<file path="src/rtl/core_en_sequencer.sv">
`timescale 1ns / 1ps
// core_en_sequencer: walks core_en_o toward target_i one bit at a time,
// disables before enables, with a fixed settle gap after every change.
// kill_i forces every enable off and abandons any settle wait.
module core_en_sequencer #(
  parameter int unsigned NUM_CORES  = 4,
  parameter int unsigned GAP_CYCLES = 8,
  localparam int unsigned IDX_W = ($clog2(NUM_CORES) > 0) ? $clog2(NUM_CORES) : 1,
  localparam int unsigned CNT_W = $clog2(GAP_CYCLES + 1)
) (
  input  logic                 clk_i,
  input  logic                 reset_i,
  input  logic [NUM_CORES-1:0] target_i,
  input  logic                 hold_i,
  input  logic                 kill_i,
  output logic [NUM_CORES-1:0] core_en_o,
  output logic                 busy_o,
  output logic                 step_o,
  output logic [IDX_W-1:0]     step_idx_o,
  output logic                 step_on_o
);

  typedef enum logic [0:0] {StIdle, StWait} state_e;

  state_e               r_state;
  logic [CNT_W-1:0]     r_cnt;
  logic [NUM_CORES-1:0] r_core_en;
  logic                 r_step;
  logic [IDX_W-1:0]     r_step_idx;
  logic                 r_step_on;

  state_e               w_state_nxt;
  logic [CNT_W-1:0]     w_cnt_nxt;
  logic [NUM_CORES-1:0] w_core_en_nxt;
  logic                 w_step_nxt;
  logic [IDX_W-1:0]     w_step_idx_nxt;
  logic                 w_step_on_nxt;

  logic [NUM_CORES-1:0] w_dis;
  logic [NUM_CORES-1:0] w_ena;
  logic [IDX_W-1:0]     w_dis_idx;
  logic [IDX_W-1:0]     w_ena_idx;
  logic                 w_start;

  // Index of the lowest set bit; scanning downward lets the lowest hit win.
  function automatic logic [IDX_W-1:0] lowest_set(input logic [NUM_CORES-1:0] v);
    logic [IDX_W-1:0] idx;
    idx = '0;
    for (int i = int'(NUM_CORES) - 1; i >= 0; i--) begin
      if (v[i]) idx = IDX_W'(i);
    end
    return idx;
  endfunction

  // Pending work: cores to switch off and cores to switch on.
  always_comb begin
    w_dis     = r_core_en & ~target_i;
    w_ena     = ~r_core_en & target_i;
    w_dis_idx = lowest_set(w_dis);
    w_ena_idx = lowest_set(w_ena);
  end

  // Next-state logic: kill overrides everything, then IDLE stepping or WAIT countdown.
  always_comb begin
    w_state_nxt    = r_state;
    w_cnt_nxt      = r_cnt;
    w_core_en_nxt  = r_core_en;
    w_step_nxt     = 1'b0;
    w_step_idx_nxt = r_step_idx;
    w_step_on_nxt  = r_step_on;
    w_start        = 1'b0;

    if (kill_i) begin
      w_core_en_nxt = '0;
      w_cnt_nxt     = '0;
      w_state_nxt   = StIdle;
    end else begin
      unique case (r_state)
        StIdle: begin
          if (!hold_i) begin
            if (|w_dis) begin
              w_core_en_nxt[w_dis_idx] = 1'b0;
              w_step_idx_nxt           = w_dis_idx;
              w_step_on_nxt            = 1'b0;
              w_start                  = 1'b1;
            end else if (|w_ena) begin
              w_core_en_nxt[w_ena_idx] = 1'b1;
              w_step_idx_nxt           = w_ena_idx;
              w_step_on_nxt            = 1'b1;
              w_start                  = 1'b1;
            end
          end
          if (w_start) begin
            w_step_nxt  = 1'b1;
            w_cnt_nxt   = CNT_W'(GAP_CYCLES);
            w_state_nxt = StWait;
          end
        end
        StWait: begin
          // hold_i deliberately ignored here: the settle time keeps running.
          w_cnt_nxt = r_cnt - CNT_W'(1);
          if (r_cnt == CNT_W'(1)) w_state_nxt = StIdle;
        end
        default: w_state_nxt = StIdle;
      endcase
    end
  end

  // State register with asynchronous active-high reset.
  always_ff @(posedge clk_i or posedge reset_i) begin
    if (reset_i) begin
      r_state    <= StIdle;
      r_cnt      <= '0;
      r_core_en  <= '0;
      r_step     <= 1'b0;
      r_step_idx <= '0;
      r_step_on  <= 1'b0;
    end else begin
      r_state    <= w_state_nxt;
      r_cnt      <= w_cnt_nxt;
      r_core_en  <= w_core_en_nxt;
      r_step     <= w_step_nxt;
      r_step_idx <= w_step_idx_nxt;
      r_step_on  <= w_step_on_nxt;
    end
  end

  assign core_en_o  = r_core_en;
  assign busy_o     = (r_state == StWait);
  assign step_o     = r_step;
  assign step_idx_o = r_step_idx;
  assign step_on_o  = r_step_on;

endmodule

</file>
<file path="config.mk">
export PLATFORM = sky130hd
export DESIGN_NAME = core_en_sequencer
export DESIGN_NICKNAME = d
export VERILOG_FILES = /design/src/rtl/core_en_sequencer.sv
export SDC_FILE = /design/constraint.sdc
export NUM_CORES = 1
export LEC_CHECK = 0
export BUFFER_PORTS_ARGS = -buffer_cell sky130_fd_sc_hd__buf_2
export CAP_MARGIN = 20
export CORE_MARGIN = 2
export CORE_UTILIZATION = 35
export CTS_CLUSTER_DIAMETER = 40
export DETAILED_ROUTE_END_ITERATION = 8
export PLACE_DENSITY = 0.66
export SLEW_MARGIN = 20
export SYNTH_ARGS = -nofsm -noshare
export SYNTH_HDL_FRONTEND = slang
export SYNTH_SLANG_ARGS = --single-unit
</file>
<file path="constraint.sdc">
create_clock -name clk_i -period 2.6 [get_ports clk_i]
set_input_delay 0 -clock clk_i [delete_from_list [all_inputs] [get_ports clk_i]]
set_output_delay 0 -clock clk_i [all_outputs]
set_load 0.03 [all_outputs]
</file>
==> flow_summary_export.csv, run 1 <==
group,metric,value,unit
outcome,status,"finished, final reports clean",
power,power_per_cell_area,602,nW/um2
route,routed-via-count,749,
route,detailedRoute.firstPassIterationCount,4,
yosys,synth.ff_latch_count,13,
layout,fill_cells,238,
power,power.ir.vdd_worst,246,uV
clock_tree,cts_tree,"done",
critical_path,timing.critical_path.cells,"nand2b_1 -> o2111a_1 -> a211oi_4 -> and2_4 -> mux2_4",
critical_path,crit_path_max_incr_delay,0.46,ns
die,core_area,2410,um2
critical_path,reg2reg_slack,0.63,ns
layout,finish.net_count,125,
sta,finalSetupTns,0,ns
die,floorplan.die.height,53.8,um
clock_tree,cts.root.buffer_cell,"clkbuf_4",
yosys,syn-num-nets,105,
clock_tree,h-tree-depth,1,
layout,diodes,0,
sta,timing_worst_slew_pin_value,0.512,ns
clock_tree,cts_repair_resize_count,0,
sta,finalWorstPathRequiredPeriod,1.97,ns
critical_path,end_kind,"flip-flop",
global_routing,grt_pass1_vias,657,
yosys,synth_cell_types,35,
placed_design,globalplace.congestion,0.934,
placed_design,placed_cells_incl_taps,138,
critical_path,critPathMaxFanout,9,
yosys,avgSynthCellArea,9.13,um2
yosys,yosysWarningCount,0,
sta,finClkSkew,0.00860,ns
route,final_antenna_net_count,0,
power,share_seq_of_total_power,0.429,
global_routing,grt_util_all_layers,0.138,
critical_path,buffers_and_inverters_on_the_worst_path,0,
route,wirelength,1890,um
placed_design,place_hpwl,1430,um
job,drv.max_cap_violation_count,0,
critical_path,worst_r2r_startpoint,"core_en_o[0]",
sta,whs,0.0411,ns
global_routing,grt_overflow,0,
die,floorplan.io_pins,17,
die,initial_utilization,0.360,
die,die_width,53.8,um
clock_tree,clock_net_sink_count,13,
route,first_iter_violations,20,
sta,relSlewSlack,0.658,
sta,final.period_utilization,0.758,
yosys,post-synth-top-area-fraction,0.375,
power,switching_share,0.375,
yosys,mappedNetlistArea,867,um2
global_routing,grt_antenna_before_repair,0,
sta,fmaxAchievable,508,MHz
route,detailed_route_drc_error_count,0,
critical_path,critPathArrivalTime,2.13,ns
yosys,synth.largest_area_cell,"dfrtp_1",
critical_path,endpoint,"step_idx_o[0]",
sta,rsz0062_at_grt,"no",
placed_design,placement.io_buffers,16,
die,fp.dieArea,2890,um2
critical_path,r2r.worst_path.cells,5,
power,p_clk_frac,0.213,
route,wl_per_cell,13.1,um
critical_path,worst_path_max_delay_cell,"dfrtp_1",
global_routing,grt_start_max_net_pins,14,
worst_hold_path,hp-start,"target_i[1]",
clock_tree,insertion_delay,0.28,ns
layout,stdcell_count,144,
clock_tree,num_cts_buffers,3,
sta,timing.final.max_slew_violations,0,
critical_path,critical_path.startpoint,"core_en_o[0]",
critical_path,path_depth,5,
layout,area_added_between_synthesis_and_finish,16.6,%
yosys,synthesis.instances,95,
clock_tree,clk_transition_reported_paths,0.09,ns
critical_path,reg_to_reg_endpoint,"step_idx_o[0]",
yosys,ys_seq_area_frac,0.375,
power,cell_internal_pwr,0.000380,W
critical_path,critPathKind,"reg2reg",
die,rows,18,
layout,final_layout_size_suffix_gt1_frac,0.254,
power,combPwrFrac,0.358,
sta,final_hold_viol_count,0,
layout,final_core_utilization,0.420,
sta,timing.final.setup_violations,0,
yosys,post_synth_main_area_contributors,"dfrtp_1, mux2_4, o21ai_0",
clock_tree,cts.path.max_buffers,2,
critical_path,critical_path.startpoint_type,"flip-flop",
power,power_leakage,0.471,nW
global_routing,grt_first_pass_wirelength,2860,um
route,detail_route.vias_per_cell,5.20,
critical_path,required,2.76,ns
power,power_switching,0.000228,W
worst_hold_path,min-delay-path-class,"in2reg",
critical_path,critPathTopFamily,"compound AO/OA/AOI/OAI gates",
-- routing by layer --
metal	GRT usage	part of all wire
met2	0.226	0.51
met1	0.169	0.44
met3	0.0194	0.021
met5	0	0
met4	0.0897	0.026
-- cell families after synthesis --
kind of cell | Yosys count | synth area share
and+or+nand+nor | 39 | 0.261
muxes | 3 | 0.0519
DFF | 13 | 0.375
adders and majority gates | 2 | 0.0289
buffers and inverters | 11 | 0.0577
AOI/OAI and AO/OA | 26 | 0.215
xor gates and xnor gates | 1 | 0.0101
-- cells in the final DEF (no fill, tap or decap), types with 2 or more instances in the layout --
| master | synthesis | routed |
|---|---|---|
| buf_2 | 1 | 16 |
| a311oi_1 | 2 | 2 |
| inv_1 | 8 | 8 |
| dlygate4sd3_1 | 0 | 2 |
| a211oi_1 | 2 | 2 |
| nand2b_1 | 6 | 6 |
| and3_1 | 3 | 3 |
| nand3_1 | 2 | 2 |
| mux2_4 | 3 | 3 |
| nor2b_2 | 2 | 2 |
| ha_1 | 2 | 2 |
| clkbuf_4 | 0 | 3 |
| nor3_1 | 2 | 2 |
| o21ai_0 | 8 | 8 |
| a21oi_1 | 5 | 5 |
| nor2_1 | 10 | 10 |
| nor2b_1 | 3 | 3 |
| dfrtp_1 | 13 | 13 |
| nand2_1 | 5 | 5 |
-- per-stage QoR --
step	total power, W	instance area, um2	setup WS, ns
global route	0.000648	1010	0.515
global placement	0.000477	965	0.698
finish	0.000608	1010	0.630
detailed placement	0.000482	965	0.665
CTS	0.000614	1000	0.633
floorplan	0.000423	867	0.617
-- Yosys cell counts, drive strengths merged --
library cell	n
dfrtp	13
nor3	2
a311oi	2
nor2b	5
a211oi	3
nand3	2
nor4	2
nand2	5
a31o	1
o21ai	8
and3	3
nor2	10
a21bo	1
o2111a	1
nand2b	6
buf	3
a31oi	1
and2b	1
o211ai	1
a21oi	5
nand4	1
o21a	1
a32o	1
xnor2	1
mux2	3
a22oi	1
and2	1
ha	2
inv	8
nor3b	1
-- worst min-delay path by stage --
stage                               to  slack (ns)  cells after the start
after floorplan                 busy_o       -0.12                      1
after global placement        r_cnt[3]        0.04                      2
after detailed placement      r_cnt[3]        0.06                      2
after CTS                 core_en_o[0]       0.003                      2
after global routing      core_en_o[1]        0.05                      3
final                     core_en_o[1]        0.04                      3
-- worst register-to-register path, stage by stage (launching register included) --
cell and delay, ns:
dfrtp_1 0.46, nand2b_1 0.22, o2111a_1 0.20, a211oi_4 0.42, and2_4 0.25, mux2_4 0.30
-- power by group through the flow --
stage / clock network, W / logic (W) / registers (W)
3_3_place_gp: 0 / 0.000214 / 0.000264
5_1_grt: 0.000145 / 0.000238 / 0.000266
3_5_place_dp: 0 / 0.000216 / 0.000266
2_1_floorplan: 0 / 0.000120 / 0.000303
6_report: 0.000130 / 0.000218 / 0.000261
4_1_cts: 0.000134 / 0.000218 / 0.000262
-- layout make-up --
type,count,area (um2),area share
Multi-Input combinational cell,71,492,0.486
Sequential cell,13,325,0.322
Timing Repair Buffer,18,100,0.0990
Tap cell,30,37.5,0.0371
Inverter,8,30.0,0.0297
Clock buffer,4,26.3,0.0260
-- sequential cells by signal, summed over array words and instances (netlist names) --
name,count
step_on_o,1
r_cnt,4
step_idx_o,2
core_en_o,4
busy_o,1
step_o,1
-- what timing repair did --
action / in CTS / in global routing
hold buffers: 1 / 1
buffers inserted: 0 / 0
endpoints found under the hold margin: 13 / 1
No activity file was read; power rests on OpenSTA's default activity.
==> run 2, diff against run 1 <==
==> constraint.sdc (replaced) <==
create_clock -name clk_i -period 1.97 [get_ports clk_i]
set_input_delay 0 -clock clk_i [delete_from_list [all_inputs] [get_ports clk_i]]
set_output_delay 0 -clock clk_i [all_outputs]
set_load 0.03 [all_outputs]
==> run 2 against run 1 <==
Non-clock buffer count unchanged. Via count increased by 0.27%. Clock power increased by 36%. Clock skew about the same. Global-route usage increased by 2.1 points. Largest power group unchanged. Highest routed layer unchanged.
==> flow_summary_export.csv, run 2 (same netlist as run 1, synthesis figures left out) <==
group,metric,value,unit
outcome,status,"finished, final reports clean",
clock_tree,cts.root.buffer_cell,"clkbuf_4",
die,floorplan.io_pins,17,
sta,fmaxAchievable,563,MHz
layout,layout.cells.most_common,"buf_2",
job,drv.max_cap_violation_count,0,
critical_path,reg2reg_slack,0.19,ns
route,detailedRoute.firstPassIterationCount,4,
die,rows,18,
sta,whs,0.00760,ns
route,detail_route.vias_per_cell,5.22,
sta,finalWorstPathRequiredPeriod,1.78,ns
critical_path,end_kind,"flip-flop",
layout,layout.cells.most_common_list,"buf_2, nor2_1, dfrtp_1",
clock_tree,h-tree-depth,1,
die,die_width,53.8,um
power,power_leakage,0.467,nW
power,power_switching,0.000308,W
power,switching_share,0.379,
placed_design,place_hpwl,1440,um
global_routing,grt_use_met1,0.207,
critical_path,timing.critical_path.cells,"nor2b_2 -> nor4_4 -> a211oi_4 -> buf_4 -> a21bo_2 -> a21oi_1",
global_routing,grt_util_met3,0.0167,
route,routed-via-count,751,
sta,finalSetupTns,0,ns
clock_tree,cts.path.max_buffers,2,
power,combPwrFrac,0.355,
global_routing,grt_overflow,0,
critical_path,worst_path_max_delay_cell,"dfrtp_2",
critical_path,critPathMaxFanout,8,
critical_path,critical_path.startpoint,"core_en_o[2]",
power,power.ir.vdd_worst,412,uV
clock_tree,num_cts_buffers,3,
route,wirelength,1930,um
power,cell_internal_pwr,0.000504,W
die,fp.dieArea,2890,um2
die,initial_utilization,0.360,
global_routing,grt_antenna_before_repair,0,
global_routing,busiest_layer,"met2",
global_routing,grt_pass1_vias,694,
critical_path,crit_path_max_incr_delay,0.46,ns
route,detailed_route_drc_error_count,0,
clock_tree,clock_net_sink_count,13,
sta,relSlewSlack,0.646,
critical_path,required,2.18,ns
sta,timing_worst_slew_pin_value,0.530,ns
sta,rsz0062_at_grt,"no",
layout,diodes,0,
global_routing,grt_util_all_layers,0.159,
power,power_per_cell_area,802,nW/um2
clock_tree,cts_tree,"done",
sta,timing.final.setup_violations,0,
route,wl_per_cell,13.4,um
clock_tree,clk_transition_reported_paths,0.09,ns
sta,timing.final.max_slew_violations,0,
placed_design,placement.io_buffers,16,
route,final_antenna_net_count,0,
worst_hold_path,min-delay-path-class,"in2reg",
critical_path,critical_path.startpoint_type,"flip-flop",
critical_path,worst_r2r_startpoint,"core_en_o[2]",
global_routing,grt_start_max_net_pins,14,
sta,finClkSkew,0.00875,ns
die,floorplan.die.height,53.8,um
critical_path,critPathArrivalTime,1.99,ns
critical_path,critPathKind,"reg2reg",
critical_path,buffers_and_inverters_on_the_worst_path,1,
layout,final_layout_size_suffix_gt1_frac,0.289,
global_routing,grt_first_pass_wirelength,3290,um
power,p_clk_frac,0.218,
die,core_area,2410,um2
layout,finish.net_count,125,
sta,final.period_utilization,0.902,
route,first_iter_violations,21,
clock_tree,postCtsSetupBuffers,0,
placed_design,globalplace.congestion,0.880,
worst_hold_path,hp-start,"kill_i",
critical_path,critPathTopFamily,"simple AND/OR/NAND/NOR gates",
clock_tree,insertion_delay,0.29,ns
global_routing,use_met2,0.254,
sta,final_hold_viol_count,0,
layout,area_added_between_synthesis_and_finish,16.7,%
power,share_seq_of_total_power,0.427,
## run 2: layout make-up
cell class | count | area [um2]
clock buffer | 4 | 26.3
fill | 244 | 1400
inverter | 8 | 30.0
multi-input combinational | 71 | 492
sequential | 13 | 329
tap | 30 | 37.5
timing repair buffer | 18 | 97.6
## run 2: power by group through the flow
stage / clock, W / combinational, W / sequential, W
floorplan: 0 / 0.000159 / 0.000401
global placement: 0 / 0.000281 / 0.000349
detailed placement: 0 / 0.000288 / 0.000352
CTS: 0.000187 / 0.000290 / 0.000347
global route: 0.000196 / 0.000320 / 0.000352
finish: 0.000177 / 0.000288 / 0.000347
## run 2: worst register-to-register path, cell delays in order, from the launching register on
cell      delay (ns)
dfrtp_2         0.46
nor2b_2         0.20
nor4_4          0.40
a211oi_4        0.11
buf_4           0.18
a21bo_2         0.21
a21oi_1         0.14
## run 2: timing repair
item                                   in CTS  in global routing
gates resized for setup                     0                  0
endpoints found under the hold margin      13                  0
hold buffers                                1                  0
## run 2: per-stage QoR
stage / util / instance area, um2 / std cells / setup slack [ns] / total power [W]
global placement: 0.405 / 976 / 139 / 0.250 / 0.000631
floorplan: - / 871 / 95 / 0.0134 / 0.000560
finish: 0.420 / 1010 / 144 / 0.193 / 0.000812
CTS: 0.420 / 1010 / 144 / 0.182 / 0.000824
detailed placement: 0.405 / 976 / 139 / 0.201 / 0.000640
global route: 0.420 / 1010 / 144 / 0.0283 / 0.000867
## run 2: path summary, 6_finish.rpt
check                           endpoint  cells after the start
hold / removal              core_en_o[2]                      2
max in group asynchronous   core_en_o[3]                      3
min in group asynchronous      step_on_o                      3
hold reg to reg            step_idx_o[0]                      1
setup reg to reg            core_en_o[0]                      6
setup / recovery            core_en_o[0]                      6
## run 2: layer usage
layer	wire length (um)	part of all wire
met2	954	0.49
met5	0	0
met1	880	0.46
met4	36	0.019
met3	59	0.031
==> run 3, diff against run 2 <==
--- a/config.mk
+++ b/config.mk
@@ -5,8 +5,10 @@
 export SDC_FILE = /design/constraint.sdc
 export NUM_CORES = 1
 export LEC_CHECK = 0
+export ABC_AREA = 1
 export BUFFER_PORTS_ARGS = -buffer_cell sky130_fd_sc_hd__buf_2
 export CAP_MARGIN = 20
+export CORE_ASPECT_RATIO = 1.4
 export CORE_MARGIN = 2
 export CORE_UTILIZATION = 35
 export CTS_CLUSTER_DIAMETER = 40
==> run 3 against run 2 <==
Die area is 2.2% lower. Utilization is 0.32 points higher. Global-route usage is 2.4 points lower. Critical path type unchanged. Fmax is 37% higher.
==> flow_summary_export.csv, run 3 <==
group,metric,value,unit
placed_design,globalplace.congestion,0.839,
route,final_antenna_net_count,0,
yosys,async_flop_share,1.00,
yosys,post_synth_main_area_contributors,"dfrtp_1, nand2_1, inv_1",
sta,relSlewSlack,0.670,
die,initial_utilization,0.361,
critical_path,critPathMaxFanout,10,
yosys,number_of_enable_flip_flop_cells_after_synthesis,0,
global_routing,grt_util_met3,0.0262,
placed_design,placement.io_buffers,16,
sta,finClkSkew,0.00136,ns
yosys,post-synth-top-area-fraction,0.385,
sta,finalWorstPathRequiredPeriod,1.30,ns
power,cell_internal_pwr,0.000466,W
placed_design,dpl-instance-area,953,um2
route,first_iter_violations,8,
route,detailed_route_drc_error_count,0,
global_routing,use_met2,0.225,
clock_tree,clock_net_sink_count,13,
route,routed-via-count,734,
yosys,avgSynthCellArea,7.61,um2
yosys,synthesis.instances,111,
critical_path,buffers_and_inverters_on_the_worst_path,1,
clock_tree,clk_transition_reported_paths,0.08,ns
critical_path,critical_path.startpoint_type,"flip-flop",
placed_design,placed_cells_incl_taps,150,
global_routing,grt_first_pass_wirelength,2860,um
yosys,synth_cell_types,22,
power,switching_share,0.383,
layout,fin_area,990,um2
placed_design,dp_slack,0.672,ns
die,core_area,2340,um2
yosys,synth.most_common_cell,"nand2_1",
global_routing,grt_overflow,0,
power,power.ir.vdd_worst,346,uV
route,detailedRoute.firstPassIterationCount,3,
layout,layout.cells.most_common,"nand2_1",
power,power_switching,0.000289,W
layout,final_core_utilization,0.423,
yosys,postSynth.topFlopCell,"dfrtp_1",
sta,timing.final.max_slew_violations,0,
critical_path,critPathTopFamily,"simple AND/OR/NAND/NOR gates",
clock_tree,cts_tree,"done",
sta,timing.final.setup_violations,0,
yosys,yosysWarningCount,0,
layout,final_layout_size_suffix_gt1_frac,0.280,
critical_path,timing.critical_path.cells,"nand2_1 -> nand2_2 -> nor2_4 -> nand2_4 -> nand3_4 -> inv_4 -> o21ai_2 -> nand2_1",
placed_design,place_hpwl,1360,um
layout,diodes,0,
sta,finalSetupTns,0,ns
critical_path,critPathKind,"reg2reg",
die,die_width,45.5,um
critical_path,critical_path.most_common_cell,"nand2_1",
global_routing,grt_start_max_net_pins,14,
sta,timing_worst_slew_pin_value,0.495,ns
critical_path,critPathArrivalTime,1.46,ns
global_routing,grt_pass1_vias,716,
clock_tree,postCtsSetupBuffers,0,
critical_path,worst_path_max_delay_cell,"dfrtp_1",
global_routing,grt_use_met1,0.162,
critical_path,required,2.13,ns
yosys,ys_seq_area_frac,0.385,
yosys,synth_top_cells_by_count,"nand2_1, inv_1, dfrtp_1",
yosys,syn-num-nets,121,
critical_path,crit_path_max_incr_delay,0.41,ns
global_routing,grt_util_all_layers,0.135,
clock_tree,cts.root.buffer_cell,"clkbuf_4",
outcome,status,"finished, final reports clean",
clock_tree,cts.path.max_buffers,2,
power,share_seq_of_total_power,0.435,
layout,area_added_between_synthesis_and_finish,17.2,%
layout,finish.net_count,143,
global_routing,busiest_layer,"met2",
global_routing,grt_antenna_before_repair,0,
layout,stdcell_count,155,
clock_tree,num_cts_buffers,3,
clock_tree,insertion_delay,0.27,ns
job,drv.max_cap_violation_count,0,
power,power_per_cell_area,762,nW/um2
die,floorplan.die.height,62.1,um
clock_tree,h-tree-depth,1,
sta,final_hold_viol_count,0,
power,combPwrFrac,0.354,
layout,layout.cells.most_common_list,"nand2_1, inv_1, buf_2",
power,power_leakage,0.553,nW
yosys,mappedNetlistArea,845,um2
yosys,synth.largest_area_cell,"dfrtp_1",
route,detail_route.vias_per_cell,4.74,
power,p_clk_frac,0.212,
sta,fmaxAchievable,770,MHz
sta,rsz0062_at_grt,"no",
die,floorplan.io_pins,17,
die,rows,21,
sta,final.period_utilization,0.659,
route,wirelength,1650,um
sta,post-route-worst-setup-slack,0.671,ns
die,fp.dieArea,2830,um2
route,wl_per_cell,10.6,um
yosys,synth.ff_latch_count,13,
worst_hold_path,min-delay-path-class,"in2reg",
critical_path,end_kind,"flip-flop",
==> run 3: cell count changes in the layout (fill, tap and decap cells not counted), moves of 4 or more <==
cell      change
nor2_1        -5
nand2b_1      -6
nand3_1       +6
nand2_1      +26
nand2_2       +4
inv_1        +11
==> run 3: area by class of cell <==
class                      instances  area (um2)
fill                             239        1350
multi-input combinational         77         438
sequential                        13         325
timing repair buffer              17        90.1
inverter                          21        81.3
tap                               23        28.8
clock buffer                       4        26.3
==> run 3: path summary, 6_finish.rpt <==
check,from,end,slack (ns),cells after the start
max,core_en_o[0],step_idx_o[0],0.67,8
min,kill_i,r_cnt[3],0.04,4
max reg2reg,core_en_o[0],step_idx_o[0],0.67,8
min reg2reg,step_idx_o[0],step_idx_o[0],0.49,2
max in group asynchronous,reset_i,step_on_o,1.35,3
min in group asynchronous,reset_i,r_cnt[1],0.29,3
==> run 3: logic make-up after synthesis <==
group / after synthesis / synth area share
flip-flops: 13 / 0.385
AND/OR/NAND/NOR: 56 / 0.345
adder cells (fa/ha/maj): 2 / 0.0296
AO/OA/AOI/OAI: 19 / 0.144
buffers and inverters: 21 / 0.0963
==> run 3: per-stage QoR <==
stage	hold WS [ns]	total power (W)
6_report	0.0415	0.000754
5_1_grt	0.0499	0.000810
3_3_place_gp	0.0494	0.000597
4_1_cts	0.0278	0.000765
3_5_place_dp	0.0534	0.000600
2_1_floorplan	-0.123	0.000531
==> run 3: worst reg2reg max path, delay by kind of cell (launching register included) <==
kind | cells | cell delay (ns)
and+or+nand+nor | 6 | 0.67
AOI/OAI and AO/OA | 1 | 0.05
DFF | 1 | 0.41
buffers and inverters | 1 | 0.05
==> run 3: metal layers <==
metal / wire length, um / vias up
met5: 0 / -
met4: 5 / 0
met3: 54 / 2
met2: 859 / 11
met1: 727 / 328
li1: - / 393
==> run 3: timing repair <==
item | CTS | global route
hold buffers | 1 | 0
resized for setup | 0 | 0
endpoints found under the hold margin | 13 | 0
setup endpoints to repair | 0 | 0
==> run 3: power by group through the flow <==
stage                     Sequential (W)  Clock (W)  Combinational, W
after global placement          0.000332          0          0.000266
after CTS                       0.000327   0.000167          0.000270
after detailed placement        0.000333          0          0.000267
after global routing            0.000332   0.000180          0.000298
after floorplan                 0.000383          0          0.000148
final                           0.000328   0.000160          0.000267
